**config.mk**
```make
export PLATFORM = sky130hd
export DESIGN_NAME = gb_vram_arbiter_flat
export DESIGN_NICKNAME = d
export VERILOG_FILES = /design/src/rtl/gb_vram_arbiter_if.sv /design/src/rtl/gb_vram_arbiter.sv /design/src/flat_wrapper.sv
export SDC_FILE = /design/constraint.sdc
export NUM_CORES = 1
export LEC_CHECK = 0
export CAP_MARGIN = 10
export CORE_MARGIN = 1
export CORE_UTILIZATION = 30
export CTS_CLUSTER_DIAMETER = 200
export DETAILED_ROUTE_END_ITERATION = 16
export GPL_ROUTABILITY_DRIVEN = 0
export PLACE_DENSITY = 0.68
export REMOVE_ABC_BUFFERS = 1
export SYNTH_ARGS = -nofsm -noshare
export SYNTH_HDL_FRONTEND = slang
export SYNTH_SLANG_ARGS = --single-unit
export TNS_END_PERCENT = 10
```
**constraint.sdc**
```tcl
create_clock -name clk -period 3.15 [get_ports clk]
set_input_delay 0.63 -clock clk [delete_from_list [all_inputs] [get_ports clk]]
set_output_delay 0.63 -clock clk [all_outputs]
set_load 0.1 [all_outputs]
```
**src/rtl/gb_vram_arbiter_if.sv**
```systemverilog
// VRAM arbiter bus bundle: PPU, DMA and CPU requesters plus the VRAM macro side.
// slave = arbiter view, master = requesters/VRAM view.
interface gb_vram_arbiter_if #(
   parameter int ADR_W = 13
);
   logic             ppu_active;
   logic             ppu_req;
   logic [ADR_W-1:0] ppu_adr;
   logic             ppu_ack;
   logic [7:0]       ppu_data;
   logic             dma_req;
   logic [ADR_W-1:0] dma_adr;
   logic             dma_ack;
   logic [7:0]       dma_data;
   logic             cpu_req;
   logic             cpu_we;
   logic [ADR_W-1:0] cpu_adr;
   logic [7:0]       cpu_din;
   logic             cpu_ack;
   logic [7:0]       cpu_dout;
   logic [ADR_W-1:0] vram_adr;
   logic [ADR_W-1:0] vram_vadr;
   logic             vram_ppu_active;
   logic [7:0]       vram_din;
   logic             vram_read;
   logic             vram_write;
   logic [7:0]       vram_dout;

   modport slave (
      input  ppu_active, ppu_req, ppu_adr,
      input  dma_req, dma_adr,
      input  cpu_req, cpu_we, cpu_adr, cpu_din,
      input  vram_dout,
      output ppu_ack, ppu_data, dma_ack, dma_data,
      output cpu_ack, cpu_dout,
      output vram_adr, vram_vadr, vram_ppu_active,
      output vram_din, vram_read, vram_write
   );

   modport master (
      output ppu_active, ppu_req, ppu_adr,
      output dma_req, dma_adr,
      output cpu_req, cpu_we, cpu_adr, cpu_din,
      output vram_dout,
      input  ppu_ack, ppu_data, dma_ack, dma_data,
      input  cpu_ack, cpu_dout,
      input  vram_adr, vram_vadr, vram_ppu_active,
      input  vram_din, vram_read, vram_write
   );
endinterface

```
**src/rtl/gb_vram_arbiter.sv**
```systemverilog
// Single-port VRAM sequencer: PPU > DMA > CPU, 4-cycle accesses,
// CPU lockout while the PPU renders (mode 3).
module gb_vram_arbiter #(
   parameter logic [7:0] BLOCKED_DATA = 8'hFF,
   parameter int         ADR_W        = 13
) (
   input logic clk,
   input logic reset,
   gb_vram_arbiter_if.slave bus
);

   typedef enum logic [1:0] {IDLE, SETUP, STROBE, CAPTURE} state_t;
   typedef enum logic [1:0] {G_NONE, G_PPU, G_DMA, G_CPU} grant_t;

   state_t           state;
   grant_t           grant;
   logic             we_q;
   logic             blk_q;
   logic             ppu_ack_q;
   logic             dma_ack_q;
   logic             cpu_ack_q;
   logic [7:0]       ppu_q;
   logic [7:0]       dma_q;
   logic [7:0]       cpu_q;
   logic [ADR_W-1:0] adr_q;
   logic [ADR_W-1:0] vadr_q;
   logic             vppu_q;
   logic [7:0]       din_q;
   logic             rd_q;
   logic             wr_q;
   logic [7:0]       rd_val;

   assign rd_val = blk_q ? BLOCKED_DATA : bus.vram_dout;

   // RAM data only arrives in CAPTURE, so the ack cycle bypasses the holding regs
   assign bus.ppu_ack  = ppu_ack_q;
   assign bus.dma_ack  = dma_ack_q;
   assign bus.cpu_ack  = cpu_ack_q;
   assign bus.ppu_data = ppu_ack_q ? rd_val : ppu_q;
   assign bus.dma_data = dma_ack_q ? rd_val : dma_q;
   assign bus.cpu_dout = (cpu_ack_q && !we_q) ? rd_val : cpu_q;

   assign bus.vram_adr        = adr_q;
   assign bus.vram_vadr       = vadr_q;
   assign bus.vram_ppu_active = vppu_q;
   assign bus.vram_din        = din_q;
   assign bus.vram_read       = rd_q;
   assign bus.vram_write      = wr_q;

   always_ff @(posedge clk or posedge reset) begin
      if (reset) begin
         state     <= IDLE;
         grant     <= G_NONE;
         we_q      <= 1'b0;
         blk_q     <= 1'b0;
         ppu_ack_q <= 1'b0;
         dma_ack_q <= 1'b0;
         cpu_ack_q <= 1'b0;
         ppu_q     <= 8'h00;
         dma_q     <= 8'h00;
         cpu_q     <= 8'h00;
         adr_q     <= {ADR_W{1'b0}};
         vadr_q    <= {ADR_W{1'b0}};
         vppu_q    <= 1'b0;
         din_q     <= 8'h00;
         rd_q      <= 1'b0;
         wr_q      <= 1'b0;
      end else begin
         ppu_ack_q <= 1'b0;
         dma_ack_q <= 1'b0;
         cpu_ack_q <= 1'b0;
         rd_q      <= 1'b0;
         wr_q      <= 1'b0;
         unique case (state)
            IDLE: begin
               if (bus.ppu_req) begin
                  grant  <= G_PPU;
                  vadr_q <= bus.ppu_adr;
                  vppu_q <= 1'b1;
                  we_q   <= 1'b0;
                  blk_q  <= 1'b0;
                  state  <= SETUP;
               end else if (bus.dma_req && !bus.ppu_active) begin
                  grant <= G_DMA;
                  adr_q <= bus.dma_adr;
                  we_q  <= 1'b0;
                  blk_q <= 1'b0;
                  state <= SETUP;
               end else if (bus.cpu_req) begin
                  // lockout is decided here and frozen for the whole access
                  grant <= G_CPU;
                  adr_q <= bus.cpu_adr;
                  din_q <= bus.cpu_din;
                  we_q  <= bus.cpu_we;
                  blk_q <= bus.ppu_active;
                  state <= SETUP;
               end
            end
            SETUP: begin
               rd_q  <= (grant != G_CPU) || (!we_q && !blk_q);
               wr_q  <= (grant == G_CPU) && we_q && !blk_q;
               state <= STROBE;
            end
            STROBE: begin
               ppu_ack_q <= (grant == G_PPU);
               dma_ack_q <= (grant == G_DMA);
               cpu_ack_q <= (grant == G_CPU);
               state     <= CAPTURE;
            end
            CAPTURE: begin
               unique case (grant)
                  G_PPU:   ppu_q <= rd_val;
                  G_DMA:   dma_q <= rd_val;
                  G_CPU:   if (!we_q) cpu_q <= rd_val;
                  default: ;
               endcase
               vppu_q <= 1'b0;
               grant  <= G_NONE;
               state  <= IDLE;
            end
         endcase
      end
   end

endmodule
```
**src/flat_wrapper.sv**
```systemverilog
// flat-port wrapper written by rule: the top's interface ports become plain ports
module gb_vram_arbiter_flat 
#(
   parameter logic [7:0] BLOCKED_DATA = 8'hFF,
   parameter int         ADR_W        = 13
)
  (clk, reset, bus_ppu_active, bus_ppu_req, bus_ppu_adr, bus_dma_req, bus_dma_adr, bus_cpu_req, bus_cpu_we, bus_cpu_adr, bus_cpu_din, bus_vram_dout, bus_ppu_ack, bus_ppu_data, bus_dma_ack, bus_dma_data, bus_cpu_ack, bus_cpu_dout, bus_vram_adr, bus_vram_vadr, bus_vram_ppu_active, bus_vram_din, bus_vram_read, bus_vram_write);
  gb_vram_arbiter_if #(.ADR_W(ADR_W)) bus_i ();
  input logic clk;
  input logic reset;
  input wire logic [$bits(bus_i.ppu_active)-1:0] bus_ppu_active;
  input wire logic [$bits(bus_i.ppu_req)-1:0] bus_ppu_req;
  input wire logic [$bits(bus_i.ppu_adr)-1:0] bus_ppu_adr;
  input wire logic [$bits(bus_i.dma_req)-1:0] bus_dma_req;
  input wire logic [$bits(bus_i.dma_adr)-1:0] bus_dma_adr;
  input wire logic [$bits(bus_i.cpu_req)-1:0] bus_cpu_req;
  input wire logic [$bits(bus_i.cpu_we)-1:0] bus_cpu_we;
  input wire logic [$bits(bus_i.cpu_adr)-1:0] bus_cpu_adr;
  input wire logic [$bits(bus_i.cpu_din)-1:0] bus_cpu_din;
  input wire logic [$bits(bus_i.vram_dout)-1:0] bus_vram_dout;
  output wire logic [$bits(bus_i.ppu_ack)-1:0] bus_ppu_ack;
  output wire logic [$bits(bus_i.ppu_data)-1:0] bus_ppu_data;
  output wire logic [$bits(bus_i.dma_ack)-1:0] bus_dma_ack;
  output wire logic [$bits(bus_i.dma_data)-1:0] bus_dma_data;
  output wire logic [$bits(bus_i.cpu_ack)-1:0] bus_cpu_ack;
  output wire logic [$bits(bus_i.cpu_dout)-1:0] bus_cpu_dout;
  output wire logic [$bits(bus_i.vram_adr)-1:0] bus_vram_adr;
  output wire logic [$bits(bus_i.vram_vadr)-1:0] bus_vram_vadr;
  output wire logic [$bits(bus_i.vram_ppu_active)-1:0] bus_vram_ppu_active;
  output wire logic [$bits(bus_i.vram_din)-1:0] bus_vram_din;
  output wire logic [$bits(bus_i.vram_read)-1:0] bus_vram_read;
  output wire logic [$bits(bus_i.vram_write)-1:0] bus_vram_write;
  assign bus_i.ppu_active = bus_ppu_active;
  assign bus_i.ppu_req = bus_ppu_req;
  assign bus_i.ppu_adr = bus_ppu_adr;
  assign bus_i.dma_req = bus_dma_req;
  assign bus_i.dma_adr = bus_dma_adr;
  assign bus_i.cpu_req = bus_cpu_req;
  assign bus_i.cpu_we = bus_cpu_we;
  assign bus_i.cpu_adr = bus_cpu_adr;
  assign bus_i.cpu_din = bus_cpu_din;
  assign bus_i.vram_dout = bus_vram_dout;
  assign bus_ppu_ack = bus_i.ppu_ack;
  assign bus_ppu_data = bus_i.ppu_data;
  assign bus_dma_ack = bus_i.dma_ack;
  assign bus_dma_data = bus_i.dma_data;
  assign bus_cpu_ack = bus_i.cpu_ack;
  assign bus_cpu_dout = bus_i.cpu_dout;
  assign bus_vram_adr = bus_i.vram_adr;
  assign bus_vram_vadr = bus_i.vram_vadr;
  assign bus_vram_ppu_active = bus_i.vram_ppu_active;
  assign bus_vram_din = bus_i.vram_din;
  assign bus_vram_read = bus_i.vram_read;
  assign bus_vram_write = bus_i.vram_write;
  gb_vram_arbiter #(.BLOCKED_DATA(BLOCKED_DATA), .ADR_W(ADR_W)) u_core (.clk(clk), .reset(reset), .bus(bus_i));
endmodule
```
-- Word level (Yosys, flattened, before mapping)
Cells that the tools add are included.
- input bits: 62
- flip-flop bits (word level): 70
- output and inout bits: 64
- bitwise gates (word level): 3
- reduce and logical (&&, ||, !) cells: 22
- muxes and demuxes: 27
- eq/ne operators: 9
- operator list (kind ; number):
    $mux 8 ; 4
    $mux 13 ; 2
    $mux 1 ; 12
    $mux 2 ; 6
    $reduce_and 2->1 ; 6
    $eq 2x2->1 const B ; 4
    $pmux 2 s4 ; 1
    $reduce_and 3->1 ; 2
    $logic_and 1x1->1 ; 5
    $eq 2x1->1 const B ; 2
    $ne 2x2->1 const B ; 2
    $ne 4x3->1 const B ; 1
    $pmux 2 s2 ; 1
    $reduce_and 4->1 ; 1
    $reduce_bool 2->1 ; 2
    $logic_not 1->1 ; 3
    $not 1->1 ; 3
    $reduce_bool 3->1 ; 1
    $logic_not 2->1 ; 1
    $pmux 1 s2 ; 1
    $logic_or 1x1->1 ; 1

-- Logic depth before layout (Yosys ltp)
Gate-level depths: netlist of run 1.
- word-level depth: 5
- mapped depth: 5
- gate-level depth less buffers: 5

-- Worst setup path before layout of run 1
Ideal clock, no wire load.
- path type: register to output
- from: register u_core.cpu_ack_q (netlist: u_core.bus.cpu_ack)
- to: output port bus_cpu_dout[1]
- setup slack: -1.007 ns
- arrival time: 3.527 ns
- path buffers: 1
- stages on the path, launching flop included: 4
- required time: 2.520 ns
- cell sequence: dfrtp_1 -> nand2b_1 -> clkbuf_1 -> o21ai_0
- longest elaborated chain between the ends: 2
- ends and longest elaborated chain (element ; RTL line ; RTL):
    start, declared ; gb_vram_arbiter.sv:21 ; logic cpu_ack_q;
    start signal, assigned ; gb_vram_arbiter.sv:107 ; cpu_ack_q <= (grant == G_CPU);
    $logic_and 1x1->1 ; gb_vram_arbiter.sv:41 ; assign bus.cpu_dout = (cpu_ack_q && !we_q) ? rd_val : cpu_q;
    $mux 8 ; gb_vram_arbiter.sv:41 ;
    end, declared ; flat_wrapper.sv:26 ; output wire logic [$bits(bus_i.cpu_dout)-1:0] bus_cpu_dout;
Every way passes these cells.

-- Final worst setup path of run 1
- from: register u_core.we_q
- to: output port bus_cpu_dout[1]
- longest elaborated chain between the ends: 3
- ends and longest elaborated chain (element ; RTL line ; RTL):
    start, declared ; gb_vram_arbiter.sv:17 ; logic we_q;
    start signal, assigned ; gb_vram_arbiter.sv:94 ; we_q <= bus.cpu_we;
    $logic_not 1->1 ; gb_vram_arbiter.sv:41 ;
    $logic_and 1x1->1 ; gb_vram_arbiter.sv:41 ;
    $mux 8 ; gb_vram_arbiter.sv:41 ;
Every way passes these cells.

==> impl_results.md, run 1 <==
* Bufs on Longest Clock Path at 2
* Crit path required time at around 2.5 ns
* Cts hold-fix bufs at 0
* Final hold violations at 0
* Post-synthesis mux area share at approximately a fifth
* Largest cells by area after synthesis: dfrtp_1 54%, mux2_2 11%, mux2_4 8.3%
* Synth Cell Area at roughly 3200 um^2
* Worst-path fanout max at 16
* Synth top cells by count: 70 x dfrtp_1, 33 x nand2_1, 32 x mux2_2, 32 x o21ai_0, 27 x nor2_1
* H-tree lvl count at 3
* Clk sinks at 70
* Top-count cell post-synth: dfrtp_1
* Clock root cell: clkbuf_8
* Setup CP Type: register to output pin
* Total gr overflow at 0
* CORE AREA at roughly 10000 um^2
* Metal3 WL at 487 um
* #FFs+latches synth at 70
* Crit-path max cell delay at 0.47 ns
* CTS tree: yes
* Total CTS buffers at 9
* Die area at approximately 11000 um^2
* Share of cells above drive strength 1 at 33.2%
* Total Routed Length at about 7.6 mm
* Met1 wire length at around 3.3 mm
* Max_cap viols at 0
* Post-Synth Adder-Cell Area at approximately 1.9%
* Number of port buffers at about 130
* Crit start category: register
* Max_slew headroom at approximately 55%
* Vias in the first global route at about 2700
* Initial Util at a little under a third
* Ports at 126
* Final period utilization at 80.4%
* Clk slew on worst S/H paths at 0.06 ns
* Routed Antenna Nets at 0
* Dpl ws at about 0.73 ns
* Xor/xnor cell area share of the yosys netlist at 0%
* Fillers at ~1000
* Clock Latency Late Sink at about 0.34 ns
* Worst-path cell chain: nand2b_1, o21ai_0, buf_12
* Outcome: finished, final reports clean
* Global-route wire length before repair at 12.9 mm
* Routed via count at 2505
* Final min period at 2.53 ns
* Die Span X at 106 um
* Tightest Pin Transition at approximately 0.67 ns
* Yosys warning count at 0
* Peak Freq at approximately 0.39 GHz
* Synth top area share at between 50% and 60%
* Worst Path Arrival at about 1.9 ns
* Worst hold slack at between 0.4 and 0.5 ns
* Simple-Gate Fraction of Synth Area at about 11%
* Largest net degree at the start of global routing at 30
* Num rows at 37
* Ys flop type: dfrtp_1
* DR DRC count at 0
* Unrepaired setup endpoints after global routing: no
* DRT Pass-1 Iters at 4
* Post-synth EDFFs at 0
* Main combinational cell family by area after synthesis: multiplexers
* Post-synthesis area per instance at ~12 um^2
* CTS resizes at 0
* Worst min-delay path category: register to register
* Post-DP HPWL at ~5.7 mm
* Post-synth ARST share at 100%
* Post-DR vias/cell at 4.59
* Final Net Count at about 470
* Initial DRC Count at 82
* Count of different cell masters after synthesis at 37
* Mapped Cells at about 280
* Crit. End Element: output pin
* DR WL met2 at roughly 3.7 mm
* Chip Height at 106 um
* Final setup violating endpoints at 0
* Area delta synth->final at 48.0%
* Antenna cell count at 0
* Seq/Total Area, Yosys at between 50% and 60%
* Setup ws final at around 0.6 ns
* Largest area contributor in the netlist: dfrtp_1
* Pins Over Slew Limit at 0
* Synth Area in Compound Gates at 9.94%
* Routed wire length per instance at approximately 14 um
* Slowest cell on crit path: o21ai_0
* Uppermost routed layer: met4
* Clk_skew at between 0.01 and 0.015 ns
* Initial antenna violation count at 0
* Total GRT Usage at roughly 15%
* Setup bufs post-CTS at 0
final timing paths:
path | startpoint | slack, ns | end | depth (start not counted)
min in group asynchronous | reset | 0.69 | u_core.bus.vram_vadr[11] | 2
hold / removal | u_core.ppu_q[0] | 0.48 | u_core.ppu_q[0] | 2
max in group asynchronous | reset | 1.74 | u_core.bus.vram_din[7] | 3
setup / recovery | u_core.we_q | 0.62 | bus_cpu_dout[1] | 3
setup reg to reg | u_core.state[1] | 1.39 | u_core.cpu_q[4] | 4
hold reg to reg | u_core.ppu_q[0] | 0.48 | u_core.ppu_q[0] | 2
cell families (layout without fill, tap and decap cells):
| family | Yosys count | count (layout) |
|---|---|---|
| flops | 70 | 70 |
| fa+ha+maj | 5 | 5 |
| compound gates | 58 | 58 |
| buf+inv | 21 | 149 |
| simple gates | 76 | 76 |
| mux | 52 | 52 |
cell usage in the layout, fill, tap and decap left out, types with 2 or more instances in the layout:
cell type        instances
a21oi_1                 17
and3b_1                  2
buf_12                  15
buf_4                   52
clkbuf_8                12
clkdlybuf4s50_1         61
dfrtp_1                 70
ha_1                     5
inv_1                    6
mux2_2                  32
mux2_4                  18
mux2i_1                  2
nand2_1                 33
nand3b_1                 2
nor2_1                  27
o21ai_0                 32
critical path: cells and delay by family, from the launching register on:
| kind | cells | cell delay [ns] |
|---|---|---|
| flip-flops | 1 | 0.43 |
| AND/OR/NAND/NOR | 1 | 0.42 |
| AO/OA/AOI/OAI | 1 | 0.47 |
| buffers and inverters | 1 | 0.23 |
metrics by stage:
| step | util, % | area (um^2) | cells | setup TNS, ns |
|---|---|---|---|---|
| 2_1_floorplan | - | 3160 | 268 | -11.43 |
| 5_1_grt | 46.2 | 4810 | 546 | 0 |
| 3_3_place_gp | 44.5 | 4630 | 532 | 0 |
| 3_5_place_dp | 44.5 | 4630 | 532 | 0 |
| 4_1_cts | 46.2 | 4810 | 546 | 0 |
| 6_report | 46.2 | 4810 | 546 | 0 |
cell type report:
type / instances / area [um^2] / share of cell area (%)
Clock buffer: 13 / 169 / 3.51
Multi-Input combinational cell: 191 / 1390 / 28.8
Inverter: 7 / 26.3 / 0.546
Sequential cell: 70 / 1750 / 36.4
Timing Repair Buffer: 128 / 1300 / 27.1
Clock inverter: 1 / 5.00 / 0.104
Tap cell: 136 / 170 / 3.54
flip-flops by register name, indices dropped and copies added, names as in the netlist:
name,count
u_core.bus.vram_vadr,13
u_core.bus.vram_ppu_active,1
u_core.bus.vram_read,1
u_core.bus.vram_din,8
u_core.we_q,1
u_core.state,2
u_core.bus.ppu_ack,1
u_core.blk_q,1
u_core.cpu_q,8
u_core.bus.vram_write,1
u_core.dma_q,8
u_core.grant,2
u_core.ppu_q,8
u_core.bus.cpu_ack,1
u_core.bus.dma_ack,1
u_core.bus.vram_adr,13
routing by layer:
metal	track usage [%]	vias up
li1	-	1215
met1	17.7	1186
met2	24.8	95
met3	4.41	9
met4	5.06	0
met5	0	-
Power of run 1 is left out: the tool's default activity adds up to more than one toggle a clock period on the data nets, which glitch-free logic cannot reach.
==> run 2: changes to the inputs <==
==> constraint.sdc (replaced) <==
create_clock -name clk -period 2.5 [get_ports clk]
set_input_delay 0.5 -clock clk [delete_from_list [all_inputs] [get_ports clk]]
set_output_delay 0.5 -clock clk [all_outputs]
set_load 0.1 [all_outputs]
==> run 2 against run 1 <==
Compared with the run above: clock skew down 0.0031 ns; clock-buffer cell count down 1; wire length up 3.4%; non-clock buffer count unchanged; sequential share of layout area down 1.4 points; worst hold slack better by 0.0019 ns; die area unchanged; register-to-register slack worse by 0.60 ns; via count up 1.8%.
==> impl_results.md, run 2 (synthesis gave the netlist of run 1 again) <==
* Routed via count at 2550 (+1.8%)
* Placed Cells at 532 (unchanged)
* DR DRC count at 0 (unchanged)
* Fin cells at 548 (+0.37%)
* CORE AREA at 10400 um^2 (unchanged)
* Clock root cell: clkbuf_8
* Setup bufs post-CTS at 0 (unchanged)
* Post-DP HPWL at 5.82 mm (+2.4%)
* Largest net degree at the start of global routing at 30 (unchanged)
* Die Span X at 106 um (unchanged)
* Antenna cell count at 0 (unchanged)
* Vias in the first global route at 2704 (+1.7%)
* Pins Over Slew Limit at 0 (unchanged)
* Worst min-delay path category: register to register
* Global-route wire length before repair at 13.1 mm (+1.4%)
* Final min period at between 2 and 2.5 ns
* Final period utilization at between 90 and 100%
* Routed wire length per instance at 14.4 um (+3.0%)
* Area delta synth->final at 54.0%
* Initial DRC Count at 67 (-18%)
* Total Routed Length at 7.88 mm (+3.4%)
* Crit. End Element: output pin
* H-tree lvl count at 3 (unchanged)
* Share of cells above drive strength 1 at 33.7% (+0.57 points)
* Fillers at 964 (-3.3%)
* Peak Freq at around 0.42 GHz
* Clock Latency Late Sink at 0.34 ns (about the same)
* Num rows at 37 (unchanged)
* Max_slew headroom at 59.2% (+3.8 points)
* Total CTS buffers at 9 (unchanged)
* Final hold violations at 0 (unchanged)
* Cts hold-fix bufs at 0 (unchanged)
* Initial Util at 31.2% (unchanged)
* Die area at 11200 um^2 (unchanged)
* Post-DR vias/cell at 4.65 (+1.4%)
* Ports at 126 (unchanged)
* Final Net Count at 474 (unchanged)
* Commonest non-fill, non-tap cell in the layout: dfrtp_1
* Worst Path Arrival at 1.91 ns (about the same)
* Initial antenna violation count at 0 (unchanged)
* Clk sinks at 70 (unchanged)
* Unrepaired setup endpoints after global routing: yes
* Clk slew on worst S/H paths at 0.08 ns (+0.02 ns)
* Worst hold slack at 0.483 ns (+0.00194 ns)
* Final setup violating endpoints at 0 (unchanged)
* Chip Height at 106 um (unchanged)
* Worst-path fanout max at 16 (unchanged)
* Total gr overflow at 0 (unchanged)
* Crit start category: register
* DRT Pass-1 Iters at 4 (unchanged)
* CTS tree: yes
* Outcome: finished, final reports clean
* Final Util at 48.0% (+1.8 points)
* Routed Antenna Nets at 0 (unchanged)
* Total GRT Usage at 14.9% (+0.26 points)
* Most frequent cells in the layout: 70 x dfrtp_1, 61 x clkdlybuf4s50_1, 42 x buf_4
* Number of port buffers at 125 (unchanged)
* Crit path required time at 2.00 ns (-0.52 ns)
* Bufs on Longest Clock Path at 2 (unchanged)
* Max_cap viols at 0 (unchanged)
* Tightest Pin Transition at 0.612 ns (-0.0535 ns)
* Setup CP Type: register to output pin
* Clk_skew at 0.00792 ns (-0.00309 ns)
* Post-route setup TNS at 0 ns (unchanged)
==> run 2: final timing paths <==
kind                                 start                  endpoint  slack [ns]  cells after the start
max                            u_core.we_q           bus_cpu_dout[2]        0.09                      3
min                        u_core.dma_q[7]           u_core.dma_q[7]        0.48                      2
max reg2reg                u_core.state[0]   u_core.bus.vram_adr[11]        0.79                      4
min reg2reg                u_core.dma_q[7]           u_core.dma_q[7]        0.48                      2
max in group asynchronous            reset   u_core.bus.vram_adr[11]        1.28                      3
min in group asynchronous            reset  u_core.bus.vram_vadr[11]        0.52                      2
==> run 2: metrics by stage <==
step	instance area [um^2]	worst slack, ns
floorplan	3160	-1.53
global placement	4760	0.366
detailed placement	4760	0.322
CTS	5000	0.0616
global route	5000	-0.0386
finish	5000	0.0905
==> run 2: area by class of cell <==
| type | count | area [um^2] | share of cell area [%] |
|---|---|---|---|
| Tap cell | 136 | 170 | 3.40 |
| Timing Repair Buffer | 128 | 1430 | 28.5 |
| Multi-Input combinational cell | 191 | 1390 | 27.7 |
| Clock buffer | 12 | 165 | 3.30 |
| Sequential cell | 70 | 1750 | 35.0 |
| Clock inverter | 4 | 76.3 | 1.53 |
| Inverter | 7 | 26.3 | 0.525 |
==> run 2: what timing repair did <==
item / in CTS / in global routing
endpoints found under the hold margin: 0 / 0
gates resized for setup: 0 / 3
setup endpoints to repair: 0 / 7
==> run 2: layer usage <==
layer	routed length, um	vias up	GRT usage, %
met2	3840	97	25.2
met5	0	-	0
met1	3340	1218	17.5
met4	186	0	7.44
met3	507	16	3.99
li1	-	1219	-
==> run 2: critical path, cell delays in order (launching register included) <==
cell and delay, ns:
dfrtp_1 0.45, nand2b_1 0.44, o21ai_0 0.45, buf_12 0.23
Power of run 2 is left out for the same reason.
==> run 3: changes to the inputs <==
--- a/config.mk
+++ b/config.mk
@@ -10,8 +10,8 @@
 export CORE_UTILIZATION = 30
 export CTS_CLUSTER_DIAMETER = 200
 export DETAILED_ROUTE_END_ITERATION = 16
-export GPL_ROUTABILITY_DRIVEN = 0
 export PLACE_DENSITY = 0.68
+export RECOVER_POWER = 50
 export REMOVE_ABC_BUFFERS = 1
 export SYNTH_ARGS = -nofsm -noshare
 export SYNTH_HDL_FRONTEND = slang
==> run 3 against run 2 <==
Compared with the run above: worst hold slack got worse by 0.00099 ns; critical path depth did not move; cell count did not move; clock skew barely moved; via count fell by 0.51%.
==> impl_results.md, run 3 (synthesis gave the netlist of run 1 again) <==
* Final GP Congestion at 0.736
* CP bufs+invs at 1 (unchanged)
* Initial antenna violation count at 0 (unchanged)
* Post-DP HPWL at 5.82 mm (unchanged)
* Total Routed Length at 7.85 mm (-0.43%)
* Routed via count at 2537 (-0.51%)
* Crit-path max cell delay at 0.45 ns (about the same)
* Largest net degree at the start of global routing at 30 (unchanged)
* Final Util at 47.4% (-0.64 points)
* Max_cap viols at 0 (unchanged)
* Routed Antenna Nets at 0 (unchanged)
* GR Util met1 at 17.5% (unchanged)
* Vias in the first global route at 2704 (unchanged)
* Unrepaired setup endpoints after global routing: yes
* Total gr overflow at 0 (unchanged)
* Clock Latency Late Sink at 0.34 ns (about the same)
* Commonest non-fill, non-tap cell in the layout: dfrtp_1
* Bufs on Longest Clock Path at 2 (unchanged)
* R2R Path End: u_core.bus.vram_adr[11]
* CTS tree: yes
* Initial Util at 31.2% (unchanged)
* H-tree lvl count at 3 (unchanged)
* Crit start category: register
* Routed wire length per instance at 14.3 um (-0.43%)
* Final period utilization at 95.7% (-0.69 points)
* DRT Pass-1 Iters at 4 (unchanged)
* Clk slew on worst S/H paths at 0.07 ns (about the same)
* Peak Freq at 0.418 GHz (+0.72%)
* Worst-path cell chain: nand2b_1, o21ai_0, buf_12
* Endpoint, Worst Hold: u_core.dma_q[7]
* Clock root cell: clkbuf_8
* Post-route setup TNS at 0 ns (unchanged)
* GR met2 Demand/Resource at 25.2% (unchanged)
* Pins Over Slew Limit at 0 (unchanged)
* DR DRC count at 0 (unchanged)
* Top delay family on crit path: compound AO/OA/AOI/OAI gates
* Clk_skew at 0.00827 ns (+0.000349 ns)
* Post-DR vias/cell at 4.63 (-0.51%)
* Ports at 126 (unchanged)
* Worst Path Arrival at 1.89 ns (-0.02 ns)
* Worst-path fanout max at 16 (unchanged)
* Setup bufs post-CTS at 0 (unchanged)
* Clk sinks at 70 (unchanged)
* Final hold violations at 0 (unchanged)
* Die area at 11200 um^2 (unchanged)
* Grt peak-use layer: met2
* Num rows at 37 (unchanged)
* R2r worst-path depth at 4 (unchanged)
* Worst hold slack at 0.482 ns (-0.000986 ns)
* Worst hold path cell count at 2 (unchanged)
* CTS resizes at 0 (unchanged)
* Global routing usage on met3 at 3.99% (unchanged)
* Hold_sp: u_core.dma_q[7]
* Number of port buffers at 125 (unchanged)
* Share of cells above drive strength 1 at 30.3% (-3.4 points)
* Global-route wire length before repair at 13.1 mm (unchanged)
* Register-to-register setup slack at 0.79 ns (about the same)
* Placed Cells at 532 (unchanged)
* Worst min-delay path category: register to register
* Setup CP Type: register to output pin
* Most frequent cells in the layout: 70 x dfrtp_1, 59 x clkdlybuf4s50_1, 33 x nand2_1
* Final min period at 2.39 ns (-0.0172 ns)
* Max_slew headroom at 18.9% (-40 points)
* Cts hold-fix bufs at 0 (unchanged)
* Chip Height at 106 um (unchanged)
* Area delta synth->final at 51.9%
* Total GRT Usage at 14.9% (unchanged)
* Tightest Pin Transition at 1.22 ns (+0.610 ns)
* Total CTS buffers at 9 (unchanged)
* Fin cells at 548 (unchanged)
* Initial DRC Count at 63 (-6.0%)
* Antenna cell count at 0 (unchanged)
* CORE AREA at 10400 um^2 (unchanged)
* Final Net Count at 474 (unchanged)
* Final setup violating endpoints at 0 (unchanged)
* R2r startpoint: u_core.state[0]
* Outcome: finished, final reports clean
* Slowest cell on crit path: o21ai_0
* Die Span X at 106 um (unchanged)
* Crit. End Element: output pin
* Crit path required time at 2.00 ns (about the same)
## run 3: changes by cell type in the layout (fill, tap and decap cells not counted)
cell,delta
inv_2,-1
clkdlybuf4s50_1,-2
and2_0,+1
dlygate4sd3_1,+2
clkbuf_1,+13
and2_1,-1
inv_1,+1
buf_12,-1
buf_4,-14
clkbuf_2,+2
## run 3: worst reg2reg max path, stage by stage (launching register included)
cell,delay [ns]
dfrtp_1,0.40
inv_1,0.13
ha_1,0.33
o211a_4,0.37
mux2_2,0.37
## run 3: worst max path at each step
stage,start,to,depth (start not counted)
global placement,bus_vram_dout[0],bus_cpu_dout[0],4
floorplan,u_core.bus.cpu_ack,bus_cpu_dout[0],2
global route,u_core.we_q,bus_cpu_dout[2],3
detailed placement,bus_vram_dout[3],bus_cpu_dout[3],4
finish,u_core.we_q,bus_cpu_dout[2],3
CTS,u_core.we_q,bus_cpu_dout[3],3
## run 3: per-stage QoR
stage               setup WS [ns]  instance area (um^2)
CTS                        0.0616                  5000
global placement            0.366                  4760
finish                      0.108                  4930
global route              -0.0386                  4930
floorplan                   -1.53                  3160
detailed placement          0.322                  4760
## run 3: area by class of cell
| cell class | count | area [um^2] |
|---|---|---|
| sequential | 70 | 1750 |
| clock inverter | 4 | 76.3 |
| tap | 136 | 170 |
| timing repair buffer | 128 | 1360 |
| multi-input combinational | 191 | 1390 |
| fill | 978 | 5480 |
| inverter | 7 | 26.3 |
| clock buffer | 12 | 165 |
## run 3: layer usage
metal	share of wire (%)	routed length (um)	vias to the layer above
met5	0	0	-
met4	2.4	187	0
met3	6.2	484	16
met2	49	3840	97
met1	43	3340	1207
li1	-	-	1217
Power of run 3 is left out for the same reason.
